--- src/rtl/fifo_tx_ctrl.sv ---
// fifo_tx_ctrl: reader side of the result FIFO. Pops one byte per frame and
// hands it to the UART TX over a level valid/busy handshake.
//
// Ports:
//   CLK        clock
//   Reset      asynchronous active-low reset
//   Embty      FIFO empty flag
//   Data       FIFO read data, valid the cycle after a pop
//   valid      FIFO toggle flag, flips once per successful pop
//   ALU_valid  ALU write strobe to the FIFO (blocks popping)
//   RD_valid   register-file write strobe to the FIFO (blocks popping)
//   TX_busy    UART busy; rise acks the byte, fall ends the frame
//   RD_EN      FIFO pop request (combinational, one cycle wide)
//   TX_Data    byte presented to the UART (registered)
//   TX_valid   byte-available level to the UART (registered)
//   Busy       high whenever the controller is not idle
module fifo_tx_ctrl #(
    parameter int width = 8,
    parameter int GAP   = 2
) (
    input  logic             CLK,
    input  logic             Reset,
    input  logic             Embty,
    input  logic [width-1:0] Data,
    input  logic             valid,
    input  logic             ALU_valid,
    input  logic             RD_valid,
    input  logic             TX_busy,
    output logic             RD_EN,
    output logic [width-1:0] TX_Data,
    output logic             TX_valid,
    output logic             Busy
);

    localparam int GW = (GAP > 0) ? $clog2(GAP + 1) : 1;

    typedef enum logic [2:0] {
        S_IDLE,
        S_FETCH,
        S_SEND,
        S_DRAIN,
        S_GAP
    } state_t;

    state_t        state_q;
    logic          valid_q;
    logic [GW-1:0] gcnt_q;
    logic          toggle;

    // The FIFO flips valid on every real pop; a missing flip means the pop
    // was lost and must be retried.
    assign toggle = valid ^ valid_q;

    // Pending FIFO writes always win over a pop; Reset gating keeps the
    // request low while the block is held in reset.
    assign RD_EN = Reset && (state_q == S_IDLE) && !Embty
                   && !ALU_valid && !RD_valid && !TX_busy;

    assign Busy = (state_q != S_IDLE);

    always_ff @(posedge CLK or negedge Reset) begin
        if (!Reset) begin
            state_q  <= S_IDLE;
            valid_q  <= 1'b0;
            gcnt_q   <= '0;
            TX_Data  <= '0;
            TX_valid <= 1'b0;
        end else begin
            valid_q <= valid;
            unique case (state_q)
                S_IDLE: begin
                    if (RD_EN) begin
                        state_q <= S_FETCH;
                    end
                end
                S_FETCH: begin
                    if (toggle) begin
                        TX_Data  <= Data;
                        TX_valid <= 1'b1;
                        state_q  <= S_SEND;
                    end else begin
                        state_q <= S_IDLE;
                    end
                end
                S_SEND: begin
                    if (TX_busy) begin
                        TX_valid <= 1'b0;
                        state_q  <= S_DRAIN;
                    end
                end
                S_DRAIN: begin
                    if (!TX_busy) begin
                        gcnt_q  <= GW'(GAP);
                        state_q <= (GAP == 0) ? S_IDLE : S_GAP;
                    end
                end
                S_GAP: begin
                    gcnt_q <= gcnt_q - 1'b1;
                    if (gcnt_q <= GW'(1)) begin
                        state_q <= S_IDLE;
                    end
                end
                default: begin
                    state_q <= S_IDLE;
                end
            endcase
        end
    end

endmodule

--- config.mk ---
export PLATFORM = sky130hd
export DESIGN_NAME = fifo_tx_ctrl
export DESIGN_NICKNAME = d
export VERILOG_FILES = /design/src/rtl/fifo_tx_ctrl.sv
export SDC_FILE = /design/constraint.sdc
export NUM_CORES = 1
export LEC_CHECK = 0
export CORE_MARGIN = 10
export CORE_UTILIZATION = 44
export CTS_CLUSTER_DIAMETER = 60
export DETAILED_ROUTE_END_ITERATION = 16
export GPL_TIMING_DRIVEN = 0
export PLACE_DENSITY = 0.82
export SLEW_MARGIN = 10
export SYNTH_ARGS = -nofsm -noshare
export SYNTH_HDL_FRONTEND = slang
export SYNTH_SLANG_ARGS = --single-unit
--- constraint.sdc ---
create_clock -name CLK -period 2.1 [get_ports CLK]
set_input_delay 0.42 -clock CLK [delete_from_list [all_inputs] [get_ports CLK]]
set_output_delay 0.42 -clock CLK [all_outputs]
set_load 0.01 [all_outputs]
==> results.py, run 1 <==
metrics = {
    "outcome": {
        "status": "completed",
    },
    "synthesis": {
        "yosys.area.top_type": "dfrtp_1",
        "synth.ff_latch_count": 15,
        "ys_top_cells_by_count": "dfrtp_1 (15), mux2_2 (8), nor2_1 (5)",
        "ys.flop_type": "dfrtp_1",
        "yosysWarningCount": 0,
        "synth_xor_area_frac": 0.0135,
        "avgSynthCellArea_sq_um": 12.2,
        "syn_nets": 69,
        "ys_top_cells_by_area": "dfrtp_1 (58%), mux2_2 (14%), nand2b_1 (3.9%)",
        "synth_top_family_by_area": "simple AND/OR/NAND/NOR gates",
        "ys_types": 18,
        "yosys.area_share.simple": 0.156,
        "async_flop_share": 1.00,
        "synth_compound_area_frac": 0.0753,
        "syn_area_sq_um": 648,
        "ys_seq_area_frac": 0.579,
        "synthAdderAreaFrac": 0.0193,
        "synthMuxAreaShare": 0.139,
        "synth.most_common_cell": "dfrtp_1",
        "synth_cells": 53,
        "synth_edf_count": 0,
        "synth_top_area_frac": 0.579,
    },
    "sta": {
        "drv_slew": 0,
        "finalCriticalPeriod_ns": 1.97,
        "tightest_slew_ns": 0.342,
        "fin_ws_ns": 0.134,
        "finalClockSkew_ns": 0.00239,
        "setup_violations": 0,
        "max_freq_ghz": 0.509,
        "rsz0062_at_grt": "false",
        "period_share": 0.936,
        "final_hold_viol_count": 0,
        "slew-limit-headroom": 0.772,
    },
    "clock_network": {
        "worstSkewPairLatency_ns": 0.28,
        "root_buffer": "clkbuf_4",
        "clockBufferDepth": 2,
        "numCtsBuffers": 3,
        "cts.clk_slew.worst_paths_ns": 0.09,
        "clock-sinks": 15,
        "cts_setup_buffers": 0,
        "htree_levels": 1,
        "cts_tree": "built",
    },
    "routing": {
        "drt-total-wl_mm": 1.58,
        "avgRoutedWirePerCell_microns": 16.3,
        "drt.antenna.violating_nets": 0,
        "drc_errors": 0,
        "dr.pass1.iters": 4,
        "initialDrtViolationCount": 3,
        "vias": 510,
        "routed_via_density": 5.26,
    },
    "final_layout": {
        "finalNonFillerCells": 97,
        "syn_to_final_growth_pct": 45.9,
        "register_area_sq_um": 377,
        "drive_gt1_frac": 0.183,
        "nets": 99,
        "num-fill-cells": 104,
        "multi_input_area_sq_um": 267,
        "diodes": 0,
    },
    "critical_path": {
        "slowest_stage": "clkdlybuf4s50_1",
        "critical_path.max_fanout": 4,
        "timing.rr.start": "state_q[2]",
        "path_depth": 5,
        "crit_arrival_ns": 1.55,
        "setup.worst_path.end_class": "primary output",
        "start_kind": "primary input",
        "crit_path_max_incr_delay_ns": 0.46,
        "crit_family": "buffers and inverters",
        "crit_path_start": "TX_busy",
        "crit_chain": "clkdlybuf4s50_1, nor3b_2, nand2_1, nor2_1, dlygate4sd2_1",
        "worst-setup-path-type": "primary input to primary output",
        "rr_worst_depth": 3,
        "cp_num_buf_inv": 2,
        "required_ns": 1.68,
    },
    "place": {
        "dp.cells": 93,
        "gp_congestion": 0.726,
        "dp_hpwl_mm": 1.24,
        "place_ws_ns": -0.793,
        "io_buffers": 25,
    },
    "floorplanning": {
        "dieArea_sq_um": 3410,
        "die_y_microns": 58.4,
        "initial_core_util": 0.480,
        "ios": 26,
        "die_width_microns": 58.4,
        "rows": 13,
        "core-area_sq_um": 1350,
    },
    "grt": {
        "grt_use_total": 0.0968,
        "grt_pass1_wl_mm": 2.50,
        "antenna_found_initial": 0,
        "grt_pass1_vias": 547,
        "grt_max_degree": 17,
        "grt-ovfl-total": 0,
    },
    "min_path": {
        "min_path_type": "primary input to async pin",
    },
    "power": {
        "leakage_uw": 0.000433,
        "ir_worst_vdd_v": 0.000593,
        "powerDensity_nw_per_um2": 1250,
    },
    "job": {
        "cap_violations": 0,
    },
}
-- worst paths after layout --
| path | to | slack (ns) |
|---|---|---|
| worst max-delay path | RD_EN | 0.13 |
| worst min-delay path | TX_Data[0] | 0.03 |
| worst max register to register | TX_Data[1] | 0.80 |
| worst min register to register | TX_Data[4] | 0.51 |
| max in group asynchronous | state_q[1] | 1.80 |
| min in group CLK | TX_Data[4] | 0.51 |
-- state kept, by name (all words and copies together), names as in the netlist --
name      flops
state_q       3
valid_q       1
gcnt_q        2
TX_valid      1
TX_Data       8
-- report_power, final --
group	total, uW	switching (uW)	internal, uW	leakage (uW)
clock network	166	91.7	73.8	0.0000150
logic	520	206	314	0.000236
registers	498	87.1	411	0.000182
-- layout make-up --
type | count | share of cell area
Tap cell | 15 | 0.0198
Inverter | 3 | 0.0119
Sequential cell | 15 | 0.398
Clock buffer | 4 | 0.0278
Multi-Input combinational cell | 35 | 0.282
Timing Repair Buffer | 25 | 0.261
-- logic make-up (layout without fill, tap and decap cells) --
| group | count (synthesis) | in the layout |
|---|---|---|
| multiplexers | 8 | 8 |
| flip-flops | 15 | 15 |
| AND/OR/NAND/NOR | 18 | 18 |
| AO/OA/AOI/OAI | 7 | 7 |
| XOR/XNOR | 1 | 1 |
| adder cells (fa/ha/maj) | 1 | 1 |
| buffers and inverters | 3 | 32 |
-- metal layers --
| layer | wire length, microns | vias to the layer above | part of all wire | global-route usage |
|---|---|---|---|---|
| met5 | 0 | - | 0 | 0 |
| li1 | - | 251 | - | - |
| met1 | 604 | 238 | 0.38 | 0.0954 |
| met2 | 831 | 15 | 0.53 | 0.161 |
| met4 | 68 | 0 | 0.043 | 0.0940 |
| met3 | 73 | 6 | 0.046 | 0.0236 |
-- through the flow --
| stage | TNS (ns) | cell area, sq um | hold WS (ns) | power (uW) | util |
|---|---|---|---|---|---|
| finish | 0 | 946 | 0.0256 | 1180 | 0.701 |
| global route | 0 | 946 | 0.0335 | 1270 | 0.701 |
| CTS | 0 | 943 | 0.0316 | 1210 | 0.699 |
| detailed placement | -0.793 | 917 | 0.494 | 1030 | 0.679 |
| global placement | -0.734 | 917 | 0.488 | 1010 | 0.679 |
| floorplan | 0 | 648 | 0.124 | 739 | - |
-- cells in the final DEF, fill, tap and decap left out --
cell              n
buf_2             1
nor2_1            5
dlymetal6s2s_1    1
a221oi_1          1
and3_1            2
nand2_1           2
mux2_2            8
clkbuf_4          3
o22ai_1           1
dfrtp_1          14
xor2_1            1
dlygate4sd2_1     1
nand2b_1          4
a32oi_1           1
a221o_1           1
nor3b_1           1
nor3b_2           1
nand3_2           1
clkbuf_1          1
or3_1             2
inv_1             3
a21oi_1           1
ha_1              1
o21ai_0           2
dfrtp_2           1
clkdlybuf4s50_1  22
-- timing repair --
| action | 4_1_cts | 5_1_grt |
|---|---|---|
| setup endpoints to repair | 1 | 1 |
| hold buffers | 0 | 0 |
| gates resized for setup | 8 | 1 |
Note: power is estimated with default switching activity, not from simulation.
==> run 2: changes to the inputs <==
--- a/config.mk
+++ b/config.mk
@@ -11,7 +11,6 @@
 export DETAILED_ROUTE_END_ITERATION = 16
 export GPL_TIMING_DRIVEN = 0
 export PLACE_DENSITY = 0.82
-export SLEW_MARGIN = 10
 export SYNTH_ARGS = -nofsm -noshare
 export SYNTH_HDL_FRONTEND = slang
 export SYNTH_SLANG_ARGS = --single-unit
==> results of run 2 <==
Final layout, timing and power as in run 1 (identical DEF).
==> run 3: changes to the inputs <==
--- a/config.mk
+++ b/config.mk
@@ -11,6 +11,7 @@
 export DETAILED_ROUTE_END_ITERATION = 16
 export GPL_TIMING_DRIVEN = 0
 export PLACE_DENSITY = 0.82
+export REMOVE_ABC_BUFFERS = 1
 export SYNTH_ARGS = -nofsm -noshare
 export SYNTH_HDL_FRONTEND = slang
 export SYNTH_SLANG_ARGS = --single-unit
==> results of run 3 <==
Final layout, timing and power as in run 1 (identical DEF).
